--- src/rtl/cam_rgb444_capture_if.sv ---
// ---------------------------------------------------------------------------
// cam_rgb444_capture_if
//
// Bundles the camera byte stream (vsync/href/d) and the frame-buffer write
// port (pix_data/pix_addr/pix_we) plus the frame status flags of
// cam_rgb444_capture.
//
// Modports:
//   master : camera/driver side -> drives vsync, href, d; observes the
//            frame-buffer write port and status flags.
//   slave  : capture block      -> consumes vsync, href, d; drives the
//            frame-buffer write port and status flags.
//
// Parameter:
//   ADDR_W : width of the frame-buffer write address.
// ---------------------------------------------------------------------------
interface cam_rgb444_capture_if #(
    parameter int ADDR_W = 17
);
    logic              vsync;
    logic              href;
    logic [7:0]        d;
    logic [11:0]       pix_data;
    logic [ADDR_W-1:0] pix_addr;
    logic              pix_we;
    logic              frame_done;
    logic              line_err;

    modport master (
        output vsync, href, d,
        input  pix_data, pix_addr, pix_we, frame_done, line_err
    );

    modport slave (
        input  vsync, href, d,
        output pix_data, pix_addr, pix_we, frame_done, line_err
    );
endinterface

--- src/rtl/cam_rgb444_capture.sv ---
// ---------------------------------------------------------------------------
// cam_rgb444_capture
//
// Packs the OV7670 8-bit byte stream into 12-bit RGB444 words and writes them
// to the frame buffer that the VGA output path reads. Everything runs on the
// camera pixel clock.
//
// Ports:
//   clk    in  camera pixel clock (PCLK), inputs sampled on the rising edge
//   rst_n  in  asynchronous active-low reset
//   bus    slave modport of cam_rgb444_capture_if:
//            vsync, href, d          camera inputs
//            pix_data, pix_addr,     frame-buffer write port, one pix_we
//            pix_we                  pulse per pixel
//            frame_done              1-cycle pulse after a captured frame
//            line_err                sticky bad-line-length flag, cleared
//                                    at frame start
//
// Build option:
//   RGB565_IN_EN  when defined the camera delivers RGB565 and each channel is
//                 truncated to its top 4 bits; otherwise xRGB444 is expected
//                 and the upper nibble of the first byte is ignored.
// ---------------------------------------------------------------------------
module cam_rgb444_capture #(
    parameter int H_ACTIVE = 320,
    parameter int V_ACTIVE = 240,
    parameter int ADDR_W   = 17
) (
    input  logic                  clk,
    input  logic                  rst_n,
    cam_rgb444_capture_if.slave   bus
);

    if ((2 ** ADDR_W) < (H_ACTIVE * V_ACTIVE)) begin : g_addr_check
        $error("ADDR_W too small for H_ACTIVE*V_ACTIVE");
    end

    // col counts every completed pixel of the line, including dropped ones,
    // and saturates one past H_ACTIVE so a long line still reads as "not
    // equal to H_ACTIVE" at end of line without the counter wrapping.
    localparam int COL_W = $clog2(H_ACTIVE + 2);
    localparam int ROW_W = $clog2(V_ACTIVE + 1);
    localparam logic [COL_W-1:0] COL_FULL = COL_W'(H_ACTIVE);
    localparam logic [COL_W-1:0] COL_SAT  = COL_W'(H_ACTIVE + 1);
    localparam logic [ROW_W-1:0] ROW_END  = ROW_W'(V_ACTIVE);

`ifdef RGB565_IN_EN
    // Only the bits that survive truncation are kept from the first byte:
    // R[4:1] and G[5:3].
    localparam int HI_W = 7;
`else
    // Only R[3:0] is meaningful in the first xRGB444 byte.
    localparam int HI_W = 4;
`endif

    typedef enum logic {
        WAIT_SYNC = 1'b0,
        CAPTURE   = 1'b1
    } state_t;

    state_t             state_q;
    logic               vsync_q;
    logic               href_q;
    logic               phase_q;
    logic [HI_W-1:0]    hi_q;
    logic [COL_W-1:0]   col_q;
    logic [ROW_W-1:0]   row_q;
    logic [11:0]        pix_data_q;
    logic [ADDR_W-1:0]  pix_addr_q;
    logic               pix_we_q;
    logic               frame_done_q;
    logic               line_err_q;

    logic [HI_W-1:0]    hi_d;
    logic [11:0]        pix_data_d;
    logic               vsync_rise;
    logic               vsync_fall;
    logic               href_fall;
    logic               in_bounds;

`ifdef RGB565_IN_EN
    assign hi_d       = {bus.d[7:4], bus.d[2:0]};
    assign pix_data_d = {hi_q, bus.d[7], bus.d[4:1]};
`else
    assign hi_d       = bus.d[3:0];
    assign pix_data_d = {hi_q, bus.d};
`endif

    assign vsync_rise = bus.vsync & ~vsync_q;
    assign vsync_fall = ~bus.vsync & vsync_q;
    assign href_fall  = ~bus.href & href_q;
    assign in_bounds  = (col_q < COL_FULL) && (row_q < ROW_END);

    always_ff @(posedge clk or negedge rst_n) begin
        if (!rst_n) begin
            state_q      <= WAIT_SYNC;
            vsync_q      <= 1'b0;
            href_q       <= 1'b0;
            phase_q      <= 1'b0;
            hi_q         <= '0;
            col_q        <= '0;
            row_q        <= '0;
            pix_data_q   <= '0;
            pix_addr_q   <= '0;
            pix_we_q     <= 1'b0;
            frame_done_q <= 1'b0;
            line_err_q   <= 1'b0;
        end else begin
            vsync_q      <= bus.vsync;
            href_q       <= bus.href;
            pix_we_q     <= 1'b0;
            frame_done_q <= 1'b0;

            // pix_addr holds the address of the pixel being written and
            // advances once that write has been presented. Because the
            // write strobe is already registered, a write pending when
            // vsync rises still completes.
            if (pix_we_q) begin
                pix_addr_q <= pix_addr_q + ADDR_W'(1);
            end

            case (state_q)
                WAIT_SYNC: begin
                    phase_q <= 1'b0;
                    if (vsync_fall) begin
                        state_q    <= CAPTURE;
                        pix_addr_q <= '0;
                        row_q      <= '0;
                        col_q      <= '0;
                        line_err_q <= 1'b0;
                    end
                end

                CAPTURE: begin
                    if (vsync_rise) begin
                        state_q      <= WAIT_SYNC;
                        frame_done_q <= 1'b1;
                        phase_q      <= 1'b0;
                    end else if (!bus.vsync) begin
                        if (bus.href) begin
                            if (!phase_q) begin
                                hi_q    <= hi_d;
                                phase_q <= 1'b1;
                            end else begin
                                phase_q <= 1'b0;
                                if (in_bounds) begin
                                    pix_we_q   <= 1'b1;
                                    pix_data_q <= pix_data_d;
                                end
                                if (col_q != COL_SAT) begin
                                    col_q <= col_q + COL_W'(1);
                                end
                            end
                        end else begin
                            // A dangling odd byte is simply forgotten here.
                            phase_q <= 1'b0;
                            if (href_fall) begin
                                if ((col_q != COL_FULL) && (row_q < ROW_END)) begin
                                    line_err_q <= 1'b1;
                                end
                                col_q <= '0;
                                if (row_q != ROW_END) begin
                                    row_q <= row_q + ROW_W'(1);
                                end
                            end
                        end
                    end
                end

                default: state_q <= WAIT_SYNC;
            endcase
        end
    end

    assign bus.pix_data   = pix_data_q;
    assign bus.pix_addr   = pix_addr_q;
    assign bus.pix_we     = pix_we_q;
    assign bus.frame_done = frame_done_q;
    assign bus.line_err   = line_err_q;

endmodule

--- src/flat_wrapper.sv ---
// flat-port wrapper written by rule: the top's interface ports become plain ports
module cam_rgb444_capture_flat 
#(
    parameter int H_ACTIVE = 320,
    parameter int V_ACTIVE = 240,
    parameter int ADDR_W   = 17
)
  (clk, rst_n, bus_vsync, bus_href, bus_d, bus_pix_data, bus_pix_addr, bus_pix_we, bus_frame_done, bus_line_err);
  cam_rgb444_capture_if #(.ADDR_W(ADDR_W)) bus_i ();
  input  logic clk;
  input  logic rst_n;
  input wire logic [$bits(bus_i.vsync)-1:0] bus_vsync;
  input wire logic [$bits(bus_i.href)-1:0] bus_href;
  input wire logic [$bits(bus_i.d)-1:0] bus_d;
  output wire logic [$bits(bus_i.pix_data)-1:0] bus_pix_data;
  output wire logic [$bits(bus_i.pix_addr)-1:0] bus_pix_addr;
  output wire logic [$bits(bus_i.pix_we)-1:0] bus_pix_we;
  output wire logic [$bits(bus_i.frame_done)-1:0] bus_frame_done;
  output wire logic [$bits(bus_i.line_err)-1:0] bus_line_err;
  assign bus_i.vsync = bus_vsync;
  assign bus_i.href = bus_href;
  assign bus_i.d = bus_d;
  assign bus_pix_data = bus_i.pix_data;
  assign bus_pix_addr = bus_i.pix_addr;
  assign bus_pix_we = bus_i.pix_we;
  assign bus_frame_done = bus_i.frame_done;
  assign bus_line_err = bus_i.line_err;
  cam_rgb444_capture #(.H_ACTIVE(H_ACTIVE), .V_ACTIVE(V_ACTIVE), .ADDR_W(ADDR_W)) u_core (.clk(clk), .rst_n(rst_n), .bus(bus_i));
endmodule
--- config.mk ---
export PLATFORM = sky130hd
export DESIGN_NAME = cam_rgb444_capture_flat
export DESIGN_NICKNAME = d
export VERILOG_FILES = /design/src/rtl/cam_rgb444_capture_if.sv /design/src/rtl/cam_rgb444_capture.sv /design/src/flat_wrapper.sv
export SDC_FILE = /design/constraint.sdc
export NUM_CORES = 1
export LEC_CHECK = 0
export ABC_AREA = 1
export CAP_MARGIN = 20
export CORE_MARGIN = 1
export CORE_UTILIZATION = 45
export CTS_BUF_LIST = sky130_fd_sc_hd__clkbuf_16
export DETAILED_ROUTE_END_ITERATION = 16
export GPL_TIMING_DRIVEN = 0
export PLACE_DENSITY_LB_ADDON = 0.12
export SYNTH_ARGS = -nofsm -noshare
export SYNTH_HDL_FRONTEND = slang
export SYNTH_SLANG_ARGS = --single-unit
--- constraint.sdc ---
create_clock -name clk -period 1.8 [get_ports clk]
set_input_delay 0.18 -clock clk [delete_from_list [all_inputs] [get_ports clk]]
set_output_delay 0.18 -clock clk [all_outputs]
set_load 0.02 [all_outputs]
==> flow_summary_export.csv, run 1 <==
group,metric,value,unit
synthesis,synth_fa_ha_area_frac,0.0242,
synthesis,ys.flop_type,"dfrtp_1",
die,die_h,85.0,µm
drt,wl,6.42,mm
finish,final_cells,528,
clock_tree,tritoncts,"yes",
sta,final.period_utilization,0.859,
critical_path,cp_max_fo,5,
sta,drv_slew,0,
critical_path,cp_slowest_cell,"clkdlybuf4s50_1",
synthesis,synth.most_common_cell,"nand2_1",
drt,wl_met2,2.97,mm
grt,antenna_found_initial,0,
clock_tree,clk_pin_slew,50,ps
clock_tree,clock-root-buffer,"clkbuf_16",
die,die_w,85.0,µm
synthesis,synth_compound_area_frac,0.0747,
placement,dpl.hpwl,4.53,mm
placement,dpl.cell_count,511,
drt,drtPass1Iterations,11,
drt,drt-met1-wl,3.11,mm
finish,final_util,0.604,
synthesis,synth_nets,408,
flow_run,maxCapViolations,0,
outcome,status,"finished with violations",
grt,grt_pass1_vias,2445,
clock_tree,insertion_delay,320,ps
synthesis,synth_top_family_by_area,"simple AND/OR/NAND/NOR gates",
synthesis,synth_xor_area_frac,0.0141,
critical_path,worstPathRequired,1620,ps
critical_path,critical-path-top-delay-family,"buffers and inverters",
synthesis,syn_avg_cell_area,7.94,µm²
clock_tree,numCtsBuffers,9,
finish,regArea,1430,µm²
hold_path,hold_class,"in -> reg",
drt,drt_iter0_markers,96,
clock_tree,cts_sinks,57,
sta,relSlewSlack,0.648,
finish,layout-drive-gt1-share,0.151,
sta,skew,9.70,ps
drt,drt.antenna.violating_nets,0,
drt,dr_total_vias,2635,
drt,avgViaCountPerCell,4.99,
grt,grt_max_degree,40,
outcome,violations,"design-rule violations",
die,core,6490,µm²
sta,finalHoldViolCount,0,
drt,wl_met3,288,µm
critical_path,worst-path-buf-inv,1,
synthesis,syn_inst,390,
power,ir_worst_vdd,0.684,mV
sta,rsz0062_at_grt,"false",
synthesis,synth_seq_cells,57,
sta,tightestPinTransition,528,ps
sta,max_clock_freq,647,MHz
finish,area_delta_synth_final,26.6,%
sta,setup_violations,0,
sta,final.min_clock_period,1550,ps
critical_path,crit_type,"reg -> out",
placement,portBuffers,43,
drt,highest_layer,"met4",
placement,place_area,3640,µm²
power,p_leak,1.85,nW
die,dieArea,7220,µm²
critical_path,start_kind,"flip-flop",
placement,gp_congestion,0.809,
critical_path,cp.arrival,1370,ps
synthesis,yosysTopAreaCellShare,0.461,
critical_path,ff2ff_setup_slack,290,ps
grt,overflow,0,
synthesis,ys_seq_area_frac,0.461,
die,row_count,29,
finish,multi_input_area,1410,µm²
finish,fillers,572,
die,start_util,0.477,
synthesis,synth_common_cells,"104 x nand2_1, 57 x dfrtp_1, 48 x nor2_1, 37 x inv_1, 31 x nand3_1",
drt,routedWlPerCell,12.2,µm
synthesis,synth_warnings,0,
grt,grt_pass1_wl,11.1,mm
clock_tree,ctsHtreeMaxLevel,3,
clock_tree,cts_max_path_buffers,2,
finish,layout.nets,464,
critical_path,path_cells,"clkdlybuf4s50_1",
synthesis,synth.area.mux_share,0.0145,
critical_path,end_kind,"primary output",
synthesis,synthTopCellsByArea,"dfrtp_1 46%, nand2_1 13%, nor2_1 5.8%, nand3_1 5.0%, inv_1 4.5%",
synthesis,yosysTopAreaCell,"dfrtp_1",
grt,grtUsageTotal,0.197,
finish,final_area,3920,µm²
die,ios,44,
synthesis,syn_area,3100,µm²
power,p_per_area,1030,nW/µm²
synthesis,netlist-cell-type-count,31,
drt,drc,3,
synthesis,synth-simple-area-share,0.329,
finish,diodes,0,
clock_tree,cts_resized,0,
synthesis,async_reset_ff_frac,1.00,
critical_path,worst_path_largest_cell_delay,630,ps
synthesis,synth_edf_count,0,
registers in the layout (all words and copies together), names as in the netlist, 4 cells and up:
signal and count:
u_core.col_q 9, u_core.bus.pix_data 12, u_core.row_q 8, u_core.hi_q 4
u_core.bus.pix_addr 17
metrics by stage:
step | hold WS, ps | worst slack (ps) | setup TNS (ps) | power, mW
after detailed placement | 169 | -16.8 | -41.2 | 2.54
final | 348 | 254 | 0 | 4.02
after CTS | 338 | 236 | 0 | 4.09
after global routing | 355 | 160 | 0 | 4.25
after floorplan | -116 | 392 | 0 | 2.15
after global placement | 457 | -1370 | -77590 | 2.52
kinds of logic after synthesis:
| logic type | Yosys count |
|---|---|
| AND/OR/NAND/NOR | 222 |
| flip-flops | 57 |
| buffers and inverters | 56 |
| AO/OA/AOI/OAI | 40 |
| adder cells (fa/ha/maj) | 6 |
| XOR/XNOR | 5 |
| multiplexers | 4 |
routing by layer:
layer	up-vias	global-route usage
met5	-	0
met4	0	0.0678
met3	2	0.0642
met2	58	0.312
met1	1215	0.255
li1	1360	-
cell usage in the layout, fill, tap and decap left out, types with 3 or more instances in the layout:
| cell type | Yosys | final |
|---|---|---|
| inv_1 | 37 | 37 |
| nand3_1 | 31 | 31 |
| a21oi_1 | 13 | 13 |
| nor3_1 | 8 | 8 |
| nor2_2 | 3 | 3 |
| nor2_1 | 48 | 48 |
| dfrtp_1 | 57 | 57 |
| clkbuf_16 | 0 | 9 |
| nand2_2 | 9 | 9 |
| o21ai_1 | 4 | 4 |
| xor2_1 | 5 | 5 |
| nand4_1 | 9 | 9 |
| o21ai_2 | 7 | 7 |
| clkinv_2 | 0 | 3 |
| mux2_2 | 4 | 4 |
| nand2_1 | 104 | 104 |
| buf_2 | 6 | 7 |
| inv_2 | 7 | 7 |
| clkdlybuf4s50_1 | 0 | 42 |
| o21ai_0 | 14 | 14 |
| ha_1 | 6 | 6 |
area by class of cell:
cell class / count / area share
flip-flops and latches: 57 / 0.364
multi-input cells: 277 / 0.361
repair buffers: 45 / 0.116
clock buffers: 9 / 0.0574
inverters: 44 / 0.0421
well taps: 77 / 0.0246
plain buffers: 12 / 0.0233
clock inverters: 7 / 0.0121
power breakdown:
part / switching [mW] / internal (mW) / total, mW
Combinational: 0.516 / 0.406 / 0.922
Sequential: 0.119 / 1.47 / 1.59
Clock: 0.591 / 0.925 / 1.52
worst paths after layout:
check	start	endpoint	cells past startpoint
setup / recovery	u_core.bus.pix_addr[8]	bus_pix_addr[8]	1
hold / removal	bus_href	u_core.href_q	1
setup reg to reg	u_core.row_q[0]	u_core.row_q[5]	10
hold reg to reg	u_core.bus.pix_data[5]	u_core.bus.pix_data[5]	2
max in group asynchronous	rst_n	u_core.bus.pix_addr[7]	3
min in group asynchronous	rst_n	u_core.row_q[3]	2
repair_timing:
action	CTS	global route
setup buffers	0	0
hold buffers	1	0
endpoints found under the hold margin	18	0
Note: power is estimated with default switching activity, not from simulation.
==> run 2, diff against run 1 <==
--- a/config.mk
+++ b/config.mk
@@ -12,7 +12,7 @@
 export CTS_BUF_LIST = sky130_fd_sc_hd__clkbuf_16
 export DETAILED_ROUTE_END_ITERATION = 16
 export GPL_TIMING_DRIVEN = 0
-export PLACE_DENSITY_LB_ADDON = 0.12
+export PLACE_DENSITY = 0.68
 export SYNTH_ARGS = -nofsm -noshare
 export SYNTH_HDL_FRONTEND = slang
 export SYNTH_SLANG_ARGS = --single-unit
==> flow_summary_export.csv, run 2 (synthesis gave the netlist of run 1 again) <==
group,metric,value,unit
finish,final_cell_mix,"104 x nand2_1, 57 x dfrtp_1, 48 x nor2_1, 42 x clkdlybuf4s50_1, 38 x inv_1",
placement,gp_congestion,0.834,
placement,portBuffers,43,
drt,dr_total_vias,2638,
critical_path,cp_slowest_cell,"clkdlybuf4s50_1",
drt,wl,6.53,mm
grt,overflow,0,
finish,regArea,1430,µm²
die,core,6490,µm²
clock_tree,insertion_delay,310,ps
placement,dpl.cell_count,511,
sta,tightestPinTransition,649,ps
grt,antenna_found_initial,0,
critical_path,critical-path-top-delay-family,"buffers and inverters",
critical_path,worst-path-buf-inv,1,
grt,grt_max_degree,33,
clock_tree,postCtsSetupBuffers,0,
critical_path,crit_type,"reg -> out",
die,dieArea,7220,µm²
drt,drt.antenna.violating_nets,0,
sta,rsz0062_at_grt,"false",
hold_path,hold_class,"in -> reg",
die,start_util,0.477,
clock_tree,cts_max_path_buffers,2,
sta,relSlewSlack,0.567,
sta,final.min_clock_period,1540,ps
clock_tree,clk_pin_slew,50,ps
finish,multi_input_area,1410,µm²
drt,drt_iter0_markers,190,
grt,grtUsageTotal,0.200,
power,p_leak,1.86,nW
sta,setup_violations,0,
grt,grt_pass1_vias,2539,
die,row_count,29,
finish,fillers,578,
critical_path,cp_max_fo,5,
sta,final.period_utilization,0.858,
clock_tree,numCtsBuffers,9,
sta,drv_slew,0,
sta,finalHoldViolCount,0,
clock_tree,ctsHtreeMaxLevel,3,
sta,skew,5.70,ps
placement,dp_worst_setup_slack,9.39,ps
power,p_per_area,1050,nW/µm²
power,power.total,4.13,mW
flow_run,maxCapViolations,0,
die,die_w,85.0,µm
finish,diodes,0,
finish,layout-drive-gt1-share,0.146,
grt,grt_pass1_wl,11.4,mm
sta,max_clock_freq,648,MHz
critical_path,cp.arrival,1360,ps
die,ios,44,
finish,final_cells,528,
critical_path,end_kind,"primary output",
drt,drtPass1Iterations,12,
drt,drc,4,
outcome,status,"finished with violations",
clock_tree,tritoncts,"yes",
clock_tree,clock-root-buffer,"clkbuf_16",
finish,largest_reg_flops,17,
drt,routedWlPerCell,12.4,µm
critical_path,start_kind,"flip-flop",
power,ir_worst_vdd,0.663,mV
outcome,violations,"design-rule violations",
placement,dpl.hpwl,4.66,mm
finish,final_common_cell,"nand2_1",
sta,fin_ws,256,ps
finish,layout.nets,464,
drt,avgViaCountPerCell,5.00,
critical_path,path_cells,"clkdlybuf4s50_1",
critical_path,worst_path_largest_cell_delay,630,ps
critical_path,worstPathRequired,1620,ps
sta,totalNegativeSetupSlack,0,ps
finish,area_delta_synth_final,27.1,%
clock_tree,cts_sinks,57,
die,die_h,85.0,µm
## run 2: changes by cell type in the layout (fill, tap and decap cells not counted), sizes merged
cell / previous run / this run
bufinv: 0 / 1
inv: 44 / 45
clkinv: 5 / 3
## run 2: area by class of cell
class	instances	area share
flip-flops and latches	57	0.362
multi-input cells	277	0.359
repair buffers	45	0.116
clock buffers	9	0.0572
inverters	44	0.0420
well taps	77	0.0245
plain buffers	12	0.0232
clock inverters	7	0.0159
## run 2: power by group
part / leakage (nW) / internal (mW) / switching (mW)
sequential: 0.766 / 1.47 / 0.123
clock: 0.140 / 1.05 / 0.563
combinational: 0.954 / 0.407 / 0.518
total: 1.86 / 2.93 / 1.20
## run 2: metal layers
metal  wire length (µm)  share of wire  GRT usage
met1               3020           0.46      0.253
met3                249          0.038     0.0613
met5                  0              0          0
met2               3220           0.49      0.331
met4                 38         0.0058     0.0586
## run 2: worst paths after layout
path	endpoint	from	slack (ps)	depth (start not counted)
worst min-delay path	u_core.href_q	bus_href	360	1
worst max register to register	u_core.row_q[4]	u_core.row_q[0]	280	10
worst max-delay path	bus_pix_addr[8]	u_core.bus.pix_addr[8]	260	1
min in group asynchronous	u_core.row_q[3]	rst_n	430	2
max in group asynchronous	u_core.state_q	rst_n	770	3
worst min register to register	u_core.bus.pix_data[3]	u_core.bus.pix_data[3]	470	2
## run 2: repair_timing
item	in CTS	in global routing
hold buffers	1	0
endpoints found under the hold margin	25	0
gates resized for setup	0	0
## run 2: per-stage QoR
stage                util  cell area (µm²)  hold WS (ps)
floorplan               -             3100          -116
global placement    0.558             3620           457
detailed placement  0.560             3640           239
CTS                 0.606             3940           355
global route        0.606             3940           364
finish              0.606             3940           361
==> run 3, diff against run 2 <==
--- a/config.mk
+++ b/config.mk
@@ -7,6 +7,7 @@
 export LEC_CHECK = 0
 export ABC_AREA = 1
 export CAP_MARGIN = 20
+export CORE_ASPECT_RATIO = 0.9
 export CORE_MARGIN = 1
 export CORE_UTILIZATION = 45
 export CTS_BUF_LIST = sky130_fd_sc_hd__clkbuf_16
==> flow_summary_export.csv, run 3 (synthesis gave the netlist of run 1 again) <==
group,metric,value,unit
sta,max_clock_freq,639,MHz
placement,portBuffers,43,
critical_path,cp.arrival,1380,ps
finish,final_util,0.596,
die,die_w,89.4,µm
grt,grtUsageTotal,0.206,
drt,drt_iter0_markers,119,
clock_tree,numCtsBuffers,9,
finish,regArea,1430,µm²
grt,antenna_found_initial,0,
clock_tree,insertion_delay,320,ps
drt,drtPass1Iterations,4,
outcome,status,"finished, final reports clean",
sta,finalHoldViolCount,0,
sta,final.min_clock_period,1560,ps
finish,diodes,0,
critical_path,end_kind,"primary output",
power,p_sw_frac,0.292,
finish,multi_input_area,1410,µm²
sta,relSlewSlack,0.562,
sta,skew,6.46,ps
die,core,6620,µm²
clock_tree,clock-root-buffer,"clkbuf_16",
drt,avgViaCountPerCell,4.91,
critical_path,path_cells,"clkdlybuf4s50_1",
power,power.internal,2.91,mW
drt,wl,6.59,mm
critical_path,worst-path-buf-inv,1,
sta,setup_violations,0,
clock_tree,ctsHtreeMaxLevel,3,
finish,area_delta_synth_final,27.4,%
critical_path,worst_path_largest_cell_delay,650,ps
grt,grt_pass1_wl,11.4,mm
drt,drt.antenna.violating_nets,0,
finish,final_common_cell,"nand2_1",
drt,routedWlPerCell,12.2,µm
power,combinationalPowerShare,0.224,
power,p_per_area,1040,nW/µm²
clock_tree,cts_sinks,57,
sta,drv_slew,0,
critical_path,cp_max_fo,5,
grt,grt_pass1_vias,2513,
hold_path,hold_class,"in -> reg",
die,die_h,80.7,µm
critical_path,cp_slowest_cell,"clkdlybuf4s50_1",
power,p_switching,1.20,mW
grt,grt_max_degree,32,
flow_run,maxCapViolations,0,
power,ir_worst_vdd,0.686,mV
sta,rsz0062_at_grt,"false",
critical_path,worstPathRequired,1620,ps
clock_tree,clk_pin_slew,50,ps
die,row_count,28,
clock_tree,cts_max_path_buffers,2,
placement,dpl.hpwl,4.69,mm
power,p_leak,1.86,nW
die,start_util,0.468,
power,seqPwrFrac,0.387,
finish,fillers,586,
finish,largest_reg_flops,17,
critical_path,crit_type,"reg -> out",
sta,final.period_utilization,0.869,
finish,layout-drive-gt1-share,0.140,
sta,totalNegativeSetupSlack,0,ps
drt,drc,0,
critical_path,critical-path-top-delay-family,"buffers and inverters",
finish,layout.nets,464,
placement,gp_congestion,0.824,
critical_path,start_kind,"flip-flop",
power,pwr-share-clk,0.389,
finish,final_cell_mix,"104 x nand2_1, 57 x dfrtp_1, 48 x nor2_1, 42 x clkdlybuf4s50_1, 39 x inv_1",
die,dieArea,7220,µm²
grt,overflow,0,
clock_tree,tritoncts,"yes",
drt,dr_total_vias,2657,
sta,tightestPinTransition,657,ps
die,ios,44,
==> run 3: cell types whose count changed in the layout (fill, tap and decap cells not counted), sizes merged <==
| cell | delta |
|---|---|
| clkinvlp | -2 |
| inv | +1 |
| clkinv | +1 |
==> run 3: path summary, 6_finish.rpt <==
| check | startpoint | endpoint | slack, ps | cells after the start |
|---|---|---|---|---|
| hold / removal | bus_href | u_core.href_q | 350 | 1 |
| setup reg to reg | u_core.row_q[0] | u_core.row_q[5] | 310 | 10 |
| max in group asynchronous | rst_n | u_core.bus.pix_addr[6] | 780 | 3 |
| hold reg to reg | u_core.bus.pix_data[6] | u_core.bus.pix_data[6] | 470 | 2 |
| min in group asynchronous | rst_n | u_core.col_q[0] | 430 | 2 |
| setup / recovery | u_core.bus.pix_addr[0] | bus_pix_addr[0] | 240 | 1 |
==> run 3: area by class of cell <==
type                    instances  area share
multi-input cells             277       0.359
repair buffers                 45       0.115
inverters                      44      0.0419
well taps                      90      0.0286
plain buffers                  12      0.0232
clock buffers                   9      0.0571
flip-flops and latches         57       0.362
clock inverters                 7      0.0136
==> run 3: layer usage <==
layer	GRT usage	up-vias	wire length [µm]
met5	0	-	0
met2	0.322	66	3050
li1	-	1361	-
met1	0.282	1221	3200
met3	0.0483	9	291
met4	0.0651	0	54
==> run 3: power by group through the flow <==
stage	Clock, mW	Combinational (mW)	Sequential (mW)
2_1_floorplan	0	0.426	1.72
3_3_place_gp	0	0.912	1.61
3_5_place_dp	0	0.929	1.61
4_1_cts	1.63	0.936	1.59
5_1_grt	1.69	1.02	1.61
6_report	1.60	0.921	1.59
==> run 3: what timing repair did <==
| item | 4_1_cts | 5_1_grt |
|---|---|---|
| hold buffers | 1 | 0 |
| gates resized for setup | 0 | 0 |
| buffers inserted | 0 | 0 |
| endpoints found under the hold margin | 26 | 0 |
==> run 3: through the flow <==
stage	setup WS [ps]	area, µm²	instances	total power [mW]	hold slack, ps
global placement	-1330	3640	523	2.52	456
CTS	222	3940	541	4.16	350
detailed placement	5.60	3650	524	2.54	253
floorplan	392	3100	390	2.15	-116
finish	235	3940	541	4.12	351
global route	147	3940	541	4.32	354
